**config.mk**
```make
export PLATFORM = sky130hd
export DESIGN_NAME = id_ex_alu_issue
export DESIGN_NICKNAME = d
export VERILOG_FILES = /design/src/rtl/id_ex_alu_issue_pkg.sv /design/src/rtl/id_ex_alu_issue_alu_decode.sv /design/src/rtl/id_ex_alu_issue.sv
export SDC_FILE = /design/constraint.sdc
export NUM_CORES = 1
export LEC_CHECK = 0
export BUFFER_PORTS_ARGS = -buffer_cell sky130_fd_sc_hd__buf_4
export CAP_MARGIN = 20
export CORE_MARGIN = 3
export CORE_UTILIZATION = 30
export DETAILED_ROUTE_END_ITERATION = 8
export PLACE_DENSITY = 0.56
export SETUP_SLACK_MARGIN = 0.4
export SLEW_MARGIN = 30
export SYNTH_ARGS = -nofsm -noshare
export SYNTH_HDL_FRONTEND = slang
export SYNTH_SLANG_ARGS = --single-unit
export TNS_END_PERCENT = 50
```
**constraint.sdc**
```tcl
create_clock -name clk -period 4.47 [get_ports clk]
set_clock_uncertainty 0.15 [all_clocks]
set_input_delay 0.2235 -clock clk [delete_from_list [all_inputs] [get_ports clk]]
set_output_delay 0.2235 -clock clk [all_outputs]
set_load 0.03 [all_outputs]
```
**src/rtl/id_ex_alu_issue_pkg.sv**
```systemverilog
// Shared ALU encodings, RV32I opcode constants and compare selectors used by
// the ID/EX issue stage and the execute-stage ALU.
package id_ex_alu_issue_pkg;

  localparam int XLEN = 32;

  typedef enum logic [3:0] {
    ALU_AND = 4'b0000,
    ALU_OR  = 4'b0001,
    ALU_XOR = 4'b0010,
    ALU_SLL = 4'b0011,
    ALU_SRL = 4'b0100,
    ALU_SRA = 4'b0101,
    ALU_ADD = 4'b0110,
    ALU_SUB = 4'b0111
  } alu_op_e;

  localparam logic [6:0] OPC_OP     = 7'b0110011;
  localparam logic [6:0] OPC_OP_IMM = 7'b0010011;
  localparam logic [6:0] OPC_BRANCH = 7'b1100011;
  localparam logic [6:0] OPC_LOAD   = 7'b0000011;
  localparam logic [6:0] OPC_STORE  = 7'b0100011;
  localparam logic [6:0] OPC_LUI    = 7'b0110111;
  localparam logic [6:0] OPC_AUIPC  = 7'b0010111;
  localparam logic [6:0] OPC_JAL    = 7'b1101111;
  localparam logic [6:0] OPC_JALR   = 7'b1100111;

  localparam logic [2:0] CMP_EQ   = 3'b000;
  localparam logic [2:0] CMP_NE   = 3'b001;
  localparam logic [2:0] CMP_SLT  = 3'b010;
  localparam logic [2:0] CMP_SLTU = 3'b011;
  localparam logic [2:0] CMP_LT   = 3'b100;
  localparam logic [2:0] CMP_GE   = 3'b101;
  localparam logic [2:0] CMP_LTU  = 3'b110;
  localparam logic [2:0] CMP_GEU  = 3'b111;

  typedef struct packed {
    logic            illegal;
    alu_op_e         alucntl;
    logic [2:0]      funct;
    logic [XLEN-1:0] op1;
    logic [XLEN-1:0] op2;
  } alu_issue_t;

endpackage

```
**src/rtl/id_ex_alu_issue_alu_decode.sv**
```systemverilog
// Combinational RV32I decode into ALU op, compare selector and operands.
// Every illegal encoding collapses to one canonical ADD-of-zero entry.
module alu_decode
  import id_ex_alu_issue_pkg::*;
(
  input  logic [XLEN-1:0] instr,
  input  logic [XLEN-1:0] pc,
  input  logic [XLEN-1:0] rs1_data,
  input  logic [XLEN-1:0] rs2_data,
  output alu_issue_t      dec
);

  logic [6:0]      opcode;
  logic [2:0]      funct3;
  logic [6:0]      funct7;
  logic [XLEN-1:0] imm_i;
  logic [XLEN-1:0] imm_s;
  logic [XLEN-1:0] imm_u;
  logic [XLEN-1:0] shamt;
  logic            is_op;
  logic            unused_rs1_field;

  assign opcode = instr[6:0];
  assign funct3 = instr[14:12];
  assign funct7 = instr[31:25];
  assign imm_i  = {{20{instr[31]}}, instr[31:20]};
  assign imm_s  = {{20{instr[31]}}, instr[31:25], instr[11:7]};
  assign imm_u  = {instr[31:12], 12'b0};
  assign shamt  = {27'b0, instr[24:20]};
  assign is_op  = (opcode == OPC_OP);
  assign unused_rs1_field = ^instr[19:15];

  always_comb begin
    dec         = '0;
    dec.alucntl = ALU_ADD;
    case (opcode)
      OPC_OP, OPC_OP_IMM: begin
        dec.op1 = rs1_data;
        dec.op2 = is_op ? rs2_data : imm_i;
        case (funct3)
          3'b000: dec.alucntl = (is_op && funct7[5]) ? ALU_SUB : ALU_ADD;
          3'b001: begin
            dec.alucntl = ALU_SLL;
            if (!is_op) begin
              dec.op2     = shamt;
              dec.illegal = (funct7 != 7'b0000000);
            end
          end
          3'b010, 3'b011: begin
            dec.alucntl = ALU_SUB;
            dec.funct   = funct3;
          end
          3'b100: dec.alucntl = ALU_XOR;
          3'b101: begin
            dec.alucntl = funct7[5] ? ALU_SRA : ALU_SRL;
            if (!is_op) begin
              dec.op2     = shamt;
              dec.illegal = (funct7 != 7'b0000000) && (funct7 != 7'b0100000);
            end
          end
          3'b110: dec.alucntl = ALU_OR;
          default: dec.alucntl = ALU_AND;
        endcase
      end
      OPC_BRANCH: begin
        dec.alucntl = ALU_SUB;
        dec.funct   = funct3;
        dec.op1     = rs1_data;
        dec.op2     = rs2_data;
        dec.illegal = (funct3 == CMP_SLT) || (funct3 == CMP_SLTU);
      end
      OPC_LOAD: begin
        dec.op1 = rs1_data;
        dec.op2 = imm_i;
      end
      OPC_STORE: begin
        dec.op1 = rs1_data;
        dec.op2 = imm_s;
      end
      OPC_LUI: dec.op2 = imm_u;
      OPC_AUIPC: begin
        dec.op1 = pc;
        dec.op2 = imm_u;
      end
      OPC_JAL, OPC_JALR: begin
        dec.op1 = pc;
        dec.op2 = 32'd4;
      end
      default: dec.illegal = 1'b1;
    endcase

    // Illegal entries still flow through the pipe, but carry no operand data.
    if (dec.illegal) begin
      dec.alucntl = ALU_ADD;
      dec.funct   = 3'b000;
      dec.op1     = '0;
      dec.op2     = '0;
    end
  end

endmodule

```
**src/rtl/id_ex_alu_issue.sv**
```systemverilog
// One-entry registered ID->EX issue stage: decodes an RV32I instruction and
// holds the ALU operation under a valid/ready handshake with flush.
module id_ex_alu_issue
  import id_ex_alu_issue_pkg::*;
(
  input  logic            clk,
  input  logic            rst,
  input  logic            in_valid,
  output logic            in_ready,
  input  logic [XLEN-1:0] instr,
  input  logic [XLEN-1:0] pc,
  input  logic [XLEN-1:0] rs1_data,
  input  logic [XLEN-1:0] rs2_data,
  input  logic            flush,
  output logic            out_valid,
  input  logic            out_ready,
  output logic [3:0]      ALUcntl,
  output logic [2:0]      funct,
  output logic [XLEN-1:0] op1,
  output logic [XLEN-1:0] op2,
  output logic            illegal
);

  alu_issue_t dec;
  alu_issue_t entry_d;
  alu_issue_t entry_q;
  logic       out_valid_d;
  logic       out_valid_q;

  alu_decode u_alu_decode (
    .instr    (instr),
    .pc       (pc),
    .rs1_data (rs1_data),
    .rs2_data (rs2_data),
    .dec      (dec)
  );

  assign in_ready = !out_valid_q || out_ready;

  always_comb begin
    out_valid_d = out_valid_q;
    entry_d     = entry_q;
    if (flush) begin
      out_valid_d = 1'b0;
    end else if (in_valid && in_ready) begin
      out_valid_d = 1'b1;
      entry_d     = dec;
    end else if (out_ready) begin
      out_valid_d = 1'b0;
    end
  end

  always_ff @(posedge clk) begin
    if (rst) begin
      out_valid_q <= 1'b0;
      entry_q     <= '0;
    end else begin
      out_valid_q <= out_valid_d;
      entry_q     <= entry_d;
    end
  end

  assign out_valid = out_valid_q;
  assign ALUcntl   = entry_q.alucntl;
  assign funct     = entry_q.funct;
  assign op1       = entry_q.op1;
  assign op2       = entry_q.op2;
  assign illegal   = entry_q.illegal;

endmodule

```
==> results of run 1 <==
worst max-delay path, stage by stage:
cell           delay (ns)
dlygate4sd3_1        0.54
buf_4                0.14
nor3b_1              0.63
o211a_1              0.33
nand3b_4             0.55
buf_4                0.50
o21ai_0              0.19
final cells by class:
| cell class | instances | area (sq um) |
|---|---|---|
| Clock buffer | 10 | 127.6 |
| Clock inverter | 6 | 45.04 |
| Fill cell | 1006 | 4887 |
| Inverter | 6 | 22.52 |
| Multi-Input combinational cell | 269 | 1742 |
| Sequential cell | 72 | 1441 |
| Tap cell | 136 | 170.2 |
| Timing Repair Buffer | 264 | 2120 |
stage by stage:
| stage | cell area, sq um | power, mW | setup WS [ns] | utilization [%] | instances |
|---|---|---|---|---|---|
| 2_1_floorplan | 3341 | 0.7195 | 2.500 | - | 377 |
| 3_3_place_gp | 4936 | 0.8317 | 1.470 | 46.76 | 692 |
| 3_5_place_dp | 4936 | 0.8344 | 1.361 | 46.76 | 692 |
| 4_1_cts | 5649 | 1.330 | 1.404 | 53.52 | 762 |
| 5_1_grt | 5668 | 1.375 | 1.192 | 53.70 | 763 |
| 6_report | 5668 | 1.316 | 1.458 | 53.70 | 763 |
how the worst min path moves through the flow:
stage | startpoint | cells after the start | end
6_report | pc[8] | 3 | op1[8]$_SDFFE_PP0P_
5_1_grt | rs1_data[23] | 3 | op1[23]$_SDFFE_PP0P_
4_1_cts | rs1_data[1] | 3 | op1[1]$_SDFFE_PP0P_
3_5_place_dp | flush | 2 | out_valid$_SDFFE_PP0P_
3_3_place_gp | flush | 2 | out_valid$_SDFFE_PP0P_
2_1_floorplan | rst | 1 | ALUcntl[1]$_SDFFE_PP0P_
state kept, by name, summed over array words and instances, names as in the netlist:
signal,cells
ALUcntl,3
funct,3
illegal,1
op1,32
op2,32
out_valid,1
layout by cell type (no fill, tap or decap), types with 6 or more instances in the layout:
master         Yosys  layout
o21ai_0           12      12
buf_4              1     209
a221oi_1          20      20
a22oi_1           43      43
o21ai_2           48      48
nand2_1           74      74
o21ai_1           12      12
dlygate4sd3_1      0      55
nor2_1            11      10
inv_1              6       6
dfxtp_1           72      72
clkbuf_8           0       9
Yosys cell counts (5+ instances only):
cell      count  area share (%)
a21oi_1       5            0.75
inv_1         6            0.67
o21ai_2      48              13
nand2_1      74             8.3
o21ai_0      12             1.8
clkbuf_1     20             2.2
nor2_1       11             1.2
a22oi_1      43             9.7
dfxtp_1      72              43
a221oi_1     20             5.2
buf_6         6             2.0
o21ai_1      12             1.8
cell families (layout without fill, tap and decap cells):
| kind of cell | after synthesis | in the layout | share of synthesized area, % |
|---|---|---|---|
| compound gates | 153 | 153 | 34.87 |
| xor+xnor | 1 | 1 | 0.2622 |
| buf+inv | 36 | 286 | 5.580 |
| flops | 72 | 72 | 43.15 |
| mux | 4 | 4 | 1.199 |
| other cells | 1 | 1 | 0.1123 |
| simple gates | 110 | 110 | 14.83 |
layer usage:
metal / GRT usage, % / part of all wire (%)
met3: 4.130 / 5.8
met1: 22.79 / 43
met5: 0 / 0
met4: 6.488 / 1.6
met2: 31.36 / 50
report_power, final:
group	switching [mW]	internal [mW]
Clock	0.261	0.204
Sequential	0.00140	0.643
Combinational	0.0846	0.121
==> run_results.csv, run 1 <==
group,metric,value,unit
route,via_count,3789,
route,drt_iter0_drc,163,
global_route,grt_pass1_wl,18.71,mm
timing,hold_viol_final,0,
timing,slew_headroom,47.42,%
worst_setup_path,cp.required,4.59,ns
route,ant_nets,0,
timing,fmax,0.3320,GHz
global_route,grt_max_degree,42,
floorplan,dieArea,0.01244,sq mm
floorplan,die_w,111.5,um
global_route,antenna_found_initial,0,
worst_setup_path,r2r-end,"op2[15]$_SDFFE_PP0P_",
pwr,p_per_area,232.1,mW/mm^2
cts,numCtsBuffers,9,
worst_setup_path,worst-r2r-setup-slack,1.58,ns
cells_and_area,diodes,0,
worst_hold_path,hold_class,"primary input to flop",
cells_and_area,layout-drive-gt1-share,44.50,%
worst_setup_path,worstSetupPathType,"primary input to flop",
worst_setup_path,cp-start-kind,"primary input",
yosys,synthCells,377,
route,wl_per_cell,15.88,um
yosys,yosysSeqAreaShare,43.15,%
worst_setup_path,r2r_start,"out_valid$_SDFFE_PP0P_",
timing,setup_violations,0,
yosys,ys_seq_elements,72,
floorplan,start_util,31.65,%
worst_setup_path,reg2reg_depth,6,
yosys,avgSynthCellArea,8.861,sq um
cts,clockBufferDepth,2,
cts,cts.sinks,72,
cts,h-tree-depth,3,
route,wl,12.12,mm
cts,ctsHoldBuffers,54,
worst_setup_path,endpoint_kind,"flop",
pwr,p_leak,2.342,nW
outcome,status,"completed",
placed_design,gp_congestion,0.8226,
worst_setup_path,crit_fanout,41,
pwr,vdd.ir_drop.worst,0.0001571,V
cts,tritoncts,"yes",
cts,clk_pin_slew,0.09,ns
timing,rsz0062_at_grt,"false",
yosys,yosys_warnings,0,
worst_setup_path,crit_end,"op2[15]$_SDFFE_PP0P_",
timing,finalSetupTns,0,ns
cells_and_area,nets,755,
timing,fin_hold_ws,0.007112,ns
yosys,synth_edf_count,0,
floorplan,core,0.01056,sq mm
worst_setup_path,cp.arrival,3.13,ns
placed_design,hpwl,8.709,mm
floorplan,row_count,37,
yosys,synthFlopType,"dfxtp_1",
timing,final-max-slew-violation-count,0,
cts,postCtsSetupRepairBufs,0,
timing,tightestPinTransition,0.7887,ns
floorplan,ios,207,
yosys,synth.distinct_cells,42,
global_route,first_global_vias,3649,
floorplan,fp.dieH,111.5,um
route,viasPerCell,4.966,
yosys,ys_async_sr_fraction,0,%
cts,clk-insertion-delay-late,0.33,ns
run,drv_cap,0,
global_route,grt_usage,18.37,%
placed_design,io_buffers,205,
global_route,grt_overflow_total,0,
worst_setup_path,startpoint,"flush",
route,drc,0,
cts,cts_resized,0,
yosys,synthesis.area,0.003341,sq mm
yosys,synth_nets,510,
cells_and_area,area.growth.synth_to_final,69.66,%
route,dr.pass1.iters,4,
timing,min_period_over_period,67.38,%
timing,min_period,3.012,ns
cts,cts-root-buf,"clkbuf_8",
Power figures use the tool's default switching activity.
==> run 2, diff against run 1 <==
--- a/config.mk
+++ b/config.mk
@@ -5,12 +5,13 @@
 export SDC_FILE = /design/constraint.sdc
 export NUM_CORES = 1
 export LEC_CHECK = 0
+export ABC_AREA = 1
 export BUFFER_PORTS_ARGS = -buffer_cell sky130_fd_sc_hd__buf_4
 export CAP_MARGIN = 20
 export CORE_MARGIN = 3
 export CORE_UTILIZATION = 30
 export DETAILED_ROUTE_END_ITERATION = 8
-export PLACE_DENSITY = 0.56
+export PLACE_DENSITY = 0.53
 export SETUP_SLACK_MARGIN = 0.4
 export SLEW_MARGIN = 30
 export SYNTH_ARGS = -nofsm -noshare
==> constraint.sdc (replaced) <==
create_clock -name clk -period 2.8 [get_ports clk]
set_clock_uncertainty 0.15 [all_clocks]
set_input_delay 0.14 -clock clk [delete_from_list [all_inputs] [get_ports clk]]
set_output_delay 0.14 -clock clk [all_outputs]
set_load 0.03 [all_outputs]
==> run_results.csv, run 2 <==
group,metric,value,unit
cts,cts-root-buf,"clkbuf_16",
placed_design,hpwl,11.40,mm
worst_setup_path,crit_path_top_delay_cell,"dlygate4sd3_1",
pwr,p_leak,3.030,nW
yosys,synth_nets,823,
worst_setup_path,endpoint_kind,"flop",
cells_and_area,multiInputGateArea,0.002281,sq mm
cts,tritoncts,"yes",
pwr,power.internal,1.911,mW
timing,finalSetupTns,0,ns
cells_and_area,area.growth.synth_to_final,54.26,%
worst_setup_path,crit_fanout,32,
route,drt_iter0_drc,279,
timing,final-max-slew-violation-count,0,
yosys,yosysMostFrequentCell,"nand2_1",
pwr,power_frac_seq,41.2,%
pwr,power_switching,0.5924,mW
route,ant_nets,0,
worst_setup_path,cp.required,2.91,ns
timing,min_period,2.104,ns
yosys,ys_seq_elements,72,
worst_setup_path,crit_family,"buffers and inverters",
global_route,grt_max_degree,50,
yosys,yosys_warnings,0,
yosys,ys_async_sr_fraction,0,%
worst_setup_path,crit_chain,"buf_4, inv_2, nor2_4, nand2_2, nor2_1, inv_1, o21ai_2, buf_4, nand2_1, nand2_1, dlygate4sd3_1, nand2_1, a21oi_1",
run,drv_cap,0,
worst_hold_path,hold_class,"primary input to flop",
route,wl_per_cell,14.24,um
floorplan,dieArea,0.01508,sq mm
worst_setup_path,worstSetupPathType,"primary input to flop",
yosys,netlist.area_leader.share,35.22,%
yosys,synth_edf_count,0,
placed_design,gp_congestion,0.8312,
floorplan,core,0.01330,sq mm
global_route,grt_usage,20.16,%
floorplan,row_count,42,
placed_design,io_buffers,205,
worst_setup_path,cp.buffers_inverters,5,
cells_and_area,final_cell_mix,"nand2_1 (318), buf_4 (218), a21oi_1 (103), dfxtp_1 (72), nor2_1 (41)",
global_route,antenna_found_initial,0,
floorplan,fp.dieH,122.8,um
yosys,synthCells,690,
cts,numCtsBuffers,9,
cells_and_area,layout-drive-gt1-share,27.23,%
yosys,synth_fa_ha_area_share,0,%
timing,min_period_over_period,75.13,%
yosys,synth_top_area_cell,"dfxtp_1",
yosys,synthFlopType,"dfxtp_1",
global_route,first_global_vias,4806,
global_route,grt_overflow_total,0,
yosys,synth.distinct_cells,26,
yosys,synth_mux_area_share,0,%
route,drc,0,
timing,fin_hold_ws,0.01262,ns
worst_setup_path,cp.arrival,2.22,ns
worst_setup_path,cp-start-kind,"primary input",
cts,clk-insertion-delay-late,0.33,ns
yosys,synth_top_family_by_area,"simple AND/OR/NAND/NOR gates",
cts,clk_pin_slew,0.06,ns
worst_setup_path,crit_path_max_incr_delay,0.54,ns
timing,setup_violations,0,
route,viasPerCell,4.626,
yosys,synth_compound_area_share,14.83,%
floorplan,die_w,122.8,um
cts,clockBufferDepth,2,
pwr,vdd.ir_drop.worst,0.0002656,V
global_route,grt_pass1_wl,23.81,mm
timing,fmax,0.4754,GHz
floorplan,ios,207,
timing,rsz0062_at_grt,"false",
pwr,combPwrFrac,13.6,%
timing,hold_viol_final,0,
cts,cts.sinks,72,
pwr,p_per_area,396.5,mW/mm^2
route,wl,15.42,mm
yosys,yosysSeqAreaShare,35.22,%
cts,cts_resized,0,
yosys,avgSynthCellArea,5.931,sq um
worst_setup_path,cp_common_cell,"nand2_1",
outcome,status,"completed",
cells_and_area,mostFrequentLayoutCell,"nand2_1",
pwr,p_clk_share,45.2,%
yosys,yosys-top-cells-count,"nand2_1 (318), a21oi_1 (103), dfxtp_1 (72)",
cells_and_area,seq_area,0.001441,sq mm
cts,h-tree-depth,3,
yosys,yosys.area_share.simple,40.72,%
yosys,synthesis.area,0.004093,sq mm
pwr,p_sw_share,23.66,%
route,dr.pass1.iters,5,
route,via_count,5010,
yosys,post_synth_xor_area_fraction,0,%
cells_and_area,n_fill_cell,1394,
cells_and_area,diodes,0,
floorplan,start_util,30.78,%
cells_and_area,nets,1036,
yosys,synth_area_leaders,"dfxtp_1 (35%), nand2_1 (29%), a21oi_1 (13%)",
-- run 2: cell families (layout without fill, tap and decap cells) --
group / Yosys count / in the layout
DFF: 72 / 72
AOI/OAI and AO/OA: 117 / 117
and+or+nand+nor: 414 / 414
buffers and inverters: 86 / 303
other: 1 / 1
-- run 2: final timing paths --
kind | start | to | slack [ns] | depth (start not counted)
max reg2reg | out_valid$_SDFFE_PP0P_ | op1[22]$_SDFFE_PP0P_ | 0.94 | 8
min reg2reg | op1[20]$_SDFFE_PP0P_ | op1[20]$_SDFFE_PP0P_ | 0.31 | 2
max | instr[5] | op1[22]$_SDFFE_PP0P_ | 0.70 | 13
min | pc[7] | op1[7]$_SDFFE_PP0P_ | 0.01 | 5
-- run 2: layout make-up --
| class | count | area share, % |
|---|---|---|
| Clock inverter | 3 | 0.6738 |
| Sequential cell | 72 | 22.83 |
| Multi-Input combinational cell | 532 | 36.13 |
| Timing Repair Buffer | 244 | 30.36 |
| Tap cell | 176 | 3.488 |
| Inverter | 44 | 2.616 |
| Clock buffer | 12 | 3.904 |
-- run 2: timing repair --
action / in CTS / in global routing
setup endpoints to repair: 0 / 7
hold buffers: 24 / 0
endpoints found under the hold margin: 16 / 0
setup buffers: 0 / 3
-- run 2: through the flow --
stage          cell area (sq um)  total power [mW]  cells  setup WS (ns)  util [%]
3_3_place_gp                5762             1.370   1041         0.7350     43.34
4_1_cts                     6291             2.542   1080         0.5555     47.32
2_1_floorplan               4093             1.170    690         0.9866         -
6_report                    6314             2.503   1083         0.6964     47.49
5_1_grt                     6314             2.614   1083         0.5119     47.49
3_5_place_dp                5762             1.372   1041         0.6208     43.34
-- run 2: layer usage --
layer / wire, um / global-route usage [%] / share of wire, % / up-vias
met5: 0 / 0 / 0 / -
met4: 225 / 6.158 / 1.5 / 0
met3: 839 / 3.226 / 5.4 / 15
met2: 7659 / 35.36 / 50 / 149
met1: 6695 / 25.28 / 43 / 2251
li1: - / - / - / 2595
-- run 2: tightest hold or removal path, stage by stage --
cell	delay [ns]
buf_4	0.07
nand2_1	0.04
nand2_1	0.05
nand2_1	0.05
a21oi_1	0.11
-- run 2: power groups by stage --
stage / Combinational [mW] / Sequential [mW] / Clock [mW]
after floorplan: 0.108 / 1.06 / 0
after global placement: 0.315 / 1.05 / 0
after detailed placement: 0.318 / 1.05 / 0
after CTS: 0.340 / 1.03 / 1.17
after global routing: 0.370 / 1.03 / 1.21
final: 0.340 / 1.03 / 1.13
==> run 3, diff against run 2 <==
--- a/config.mk
+++ b/config.mk
@@ -5,13 +5,13 @@
 export SDC_FILE = /design/constraint.sdc
 export NUM_CORES = 1
 export LEC_CHECK = 0
-export ABC_AREA = 1
+export ABC_AREA = 0
 export BUFFER_PORTS_ARGS = -buffer_cell sky130_fd_sc_hd__buf_4
 export CAP_MARGIN = 20
 export CORE_MARGIN = 3
 export CORE_UTILIZATION = 30
 export DETAILED_ROUTE_END_ITERATION = 8
-export PLACE_DENSITY = 0.53
+export PLACE_DENSITY = 0.56
 export SETUP_SLACK_MARGIN = 0.4
 export SLEW_MARGIN = 30
 export SYNTH_ARGS = -nofsm -noshare
==> constraint.sdc (replaced) <==
create_clock -name clk -period 2 [get_ports clk]
set_clock_uncertainty 0.15 [all_clocks]
set_input_delay 0.1 -clock clk [delete_from_list [all_inputs] [get_ports clk]]
set_output_delay 0.1 -clock clk [all_outputs]
set_load 0.03 [all_outputs]
==> run_results.csv, run 3 (synthesized netlist as in run 1, its figures left out) <==
group,metric,value,unit
route,drt_iter0_drc,214,
floorplan,row_count,37,
cts,clockBufferDepth,2,
timing,min_period,1.712,ns
floorplan,ios,207,
worst_setup_path,worstSetupPathType,"primary input to flop",
cts,h-tree-depth,3,
route,dr.pass1.iters,4,
pwr,p_per_area,476.2,mW/mm^2
route,wl,14.30,mm
worst_hold_path,hold_path.startpoint,"instr[5]",
cells_and_area,nets,844,
global_route,grt_pass1_wl,22.36,mm
route,drc,0,
timing,rsz0062_at_grt,"true",
cells_and_area,final_cell_mix,"buf_4 (224), dlygate4sd3_1 (117), nand2_1 (74), dfxtp_1 (71), o21ai_2 (58)",
placed_design,post_dp_cell_area,0.005130,sq mm
worst_setup_path,cp.arrival,1.84,ns
floorplan,die_w,111.5,um
worst_hold_path,hold_class,"primary input to flop",
worst_setup_path,cp.required,2.13,ns
cells_and_area,area.growth.synth_to_final,102.1,%
cells_and_area,post_layout_nonfiller_instances,852,
floorplan,fp.dieH,111.5,um
pwr,vdd.ir_drop.worst,0.0003011,V
cts,cts.sinks,72,
route,via_count,4197,
placed_design,io_buffers,205,
placed_design,post-place-ws,-0.07422,ns
pwr,p_leak,2.913,nW
timing,finalSetupTns,0,ns
global_route,grt_usage,22.20,%
route,ant_nets,0,
placed_design,gp_congestion,0.7949,
cells_and_area,n_fill_cell,888,
cts,cts-root-buf,"clkbuf_8",
placed_design,hpwl,8.925,mm
route,viasPerCell,4.926,
worst_setup_path,cp-start-kind,"primary input",
outcome,status,"completed",
cts,tritoncts,"yes",
cts,numCtsBuffers,9,
floorplan,start_util,31.65,%
floorplan,core,0.01056,sq mm
worst_setup_path,startpoint,"instr[25]",
cells_and_area,mostFrequentLayoutCell,"buf_4",
worst_setup_path,r2r_start,"out_valid$_SDFFE_PP0P_",
floorplan,dieArea,0.01244,sq mm
timing,min_period_over_period,85.62,%
cells_and_area,layout-drive-gt1-share,44.76,%
timing,final-max-slew-violation-count,0,
timing,worst_slack,0.2876,ns
pwr,power,3.216,mW
cells_and_area,design_area,0.006753,sq mm
timing,hold_viol_final,0,
global_route,antenna_found_initial,0,
global_route,first_global_vias,4486,
timing,setup_violations,0,
run,drv_cap,0,
worst_setup_path,endpoint_kind,"flop",
route,wl_per_cell,16.78,um
global_route,grt_max_degree,47,
global_route,grt_overflow_total,0,
cts,clk_pin_slew,0.08,ns
worst_setup_path,crit_fanout,8,
placed_design,dp_cells,710,
timing,fmax,0.5840,GHz
cts,clk-insertion-delay-late,0.34,ns
==> run 3: changes by cell type in the layout (fill, tap and decap cells not counted), moves of 37 or more <==
cell,previous run,this run
a21oi_1,103,3
a22oi_1,0,43
dlygate4sd3_1,24,117
nand2_1,318,74
nand3_1,38,1
o21ai_2,1,58
==> run 3: final cells by class <==
cell class                      count  area [sq um]  area share, %
Antenna cell                        1         2.502        0.03706
Tap cell                          136         170.2          2.520
Clock buffer                       10         137.6          2.038
Timing Repair Buffer              353          3119          46.19
Clock inverter                      5         56.30         0.8338
Inverter                            6         22.52         0.3335
Sequential cell                    72          1443          21.36
Multi-Input combinational cell    269          1802          26.68
==> run 3: worst paths after layout <==
check	endpoint	slack, ns	cells after the start
hold / removal	op2[1]$_SDFFE_PP0P_	0.02	3
setup / recovery	op1[9]$_SDFFE_PP0P_	0.29	8
setup reg to reg	op1[9]$_SDFFE_PP0P_	0.30	7
hold reg to reg	op2[11]$_SDFFE_PP0P_	0.30	2
==> run 3: repair_timing <==
action,CTS,global route
hold endpoints to repair,71,0
hold buffers,117,0
pin swaps,9,8
setup buffers,4,0
cloned,4,1
gates resized for setup,16,9
endpoints found under the setup margin,70,72
==> run 3: report_power, final <==
group / total [mW] / internal [mW] / switching, mW / leakage, nW
sequential: 1.44 / 1.44 / 0.00333 / 0.581
clock: 1.15 / 0.604 / 0.546 / 0.0985
combinational: 0.624 / 0.392 / 0.233 / 2.23
==> run 3: worst max-delay path, stage by stage <==
cell and delay, ns:
buf_4 0.11, or4_1 0.57, o311ai_2 0.24, o211a_1 0.24
nand3b_4 0.12, buf_8 0.16, clkbuf_16 0.17, o21ai_2 0.12
==> run 3: through the flow <==
stage | utilization (%) | hold slack (ns)
CTS | 63.38 | 0.001930
detailed placement | 48.60 | 0.1378
floorplan | - | 0.01936
finish | 63.98 | 0.01927
global placement | 48.60 | 0.1336
global route | 63.95 | 0.07298
==> run 3: per-layer routing <==
layer,up-vias,global-route usage (%),part of all wire [%]
met5,-,0,0
met1,1946,25.48,41
met3,32,5.489,6.1
li1,2048,-,-
met2,171,38.96,50
met4,0,9.976,3.1
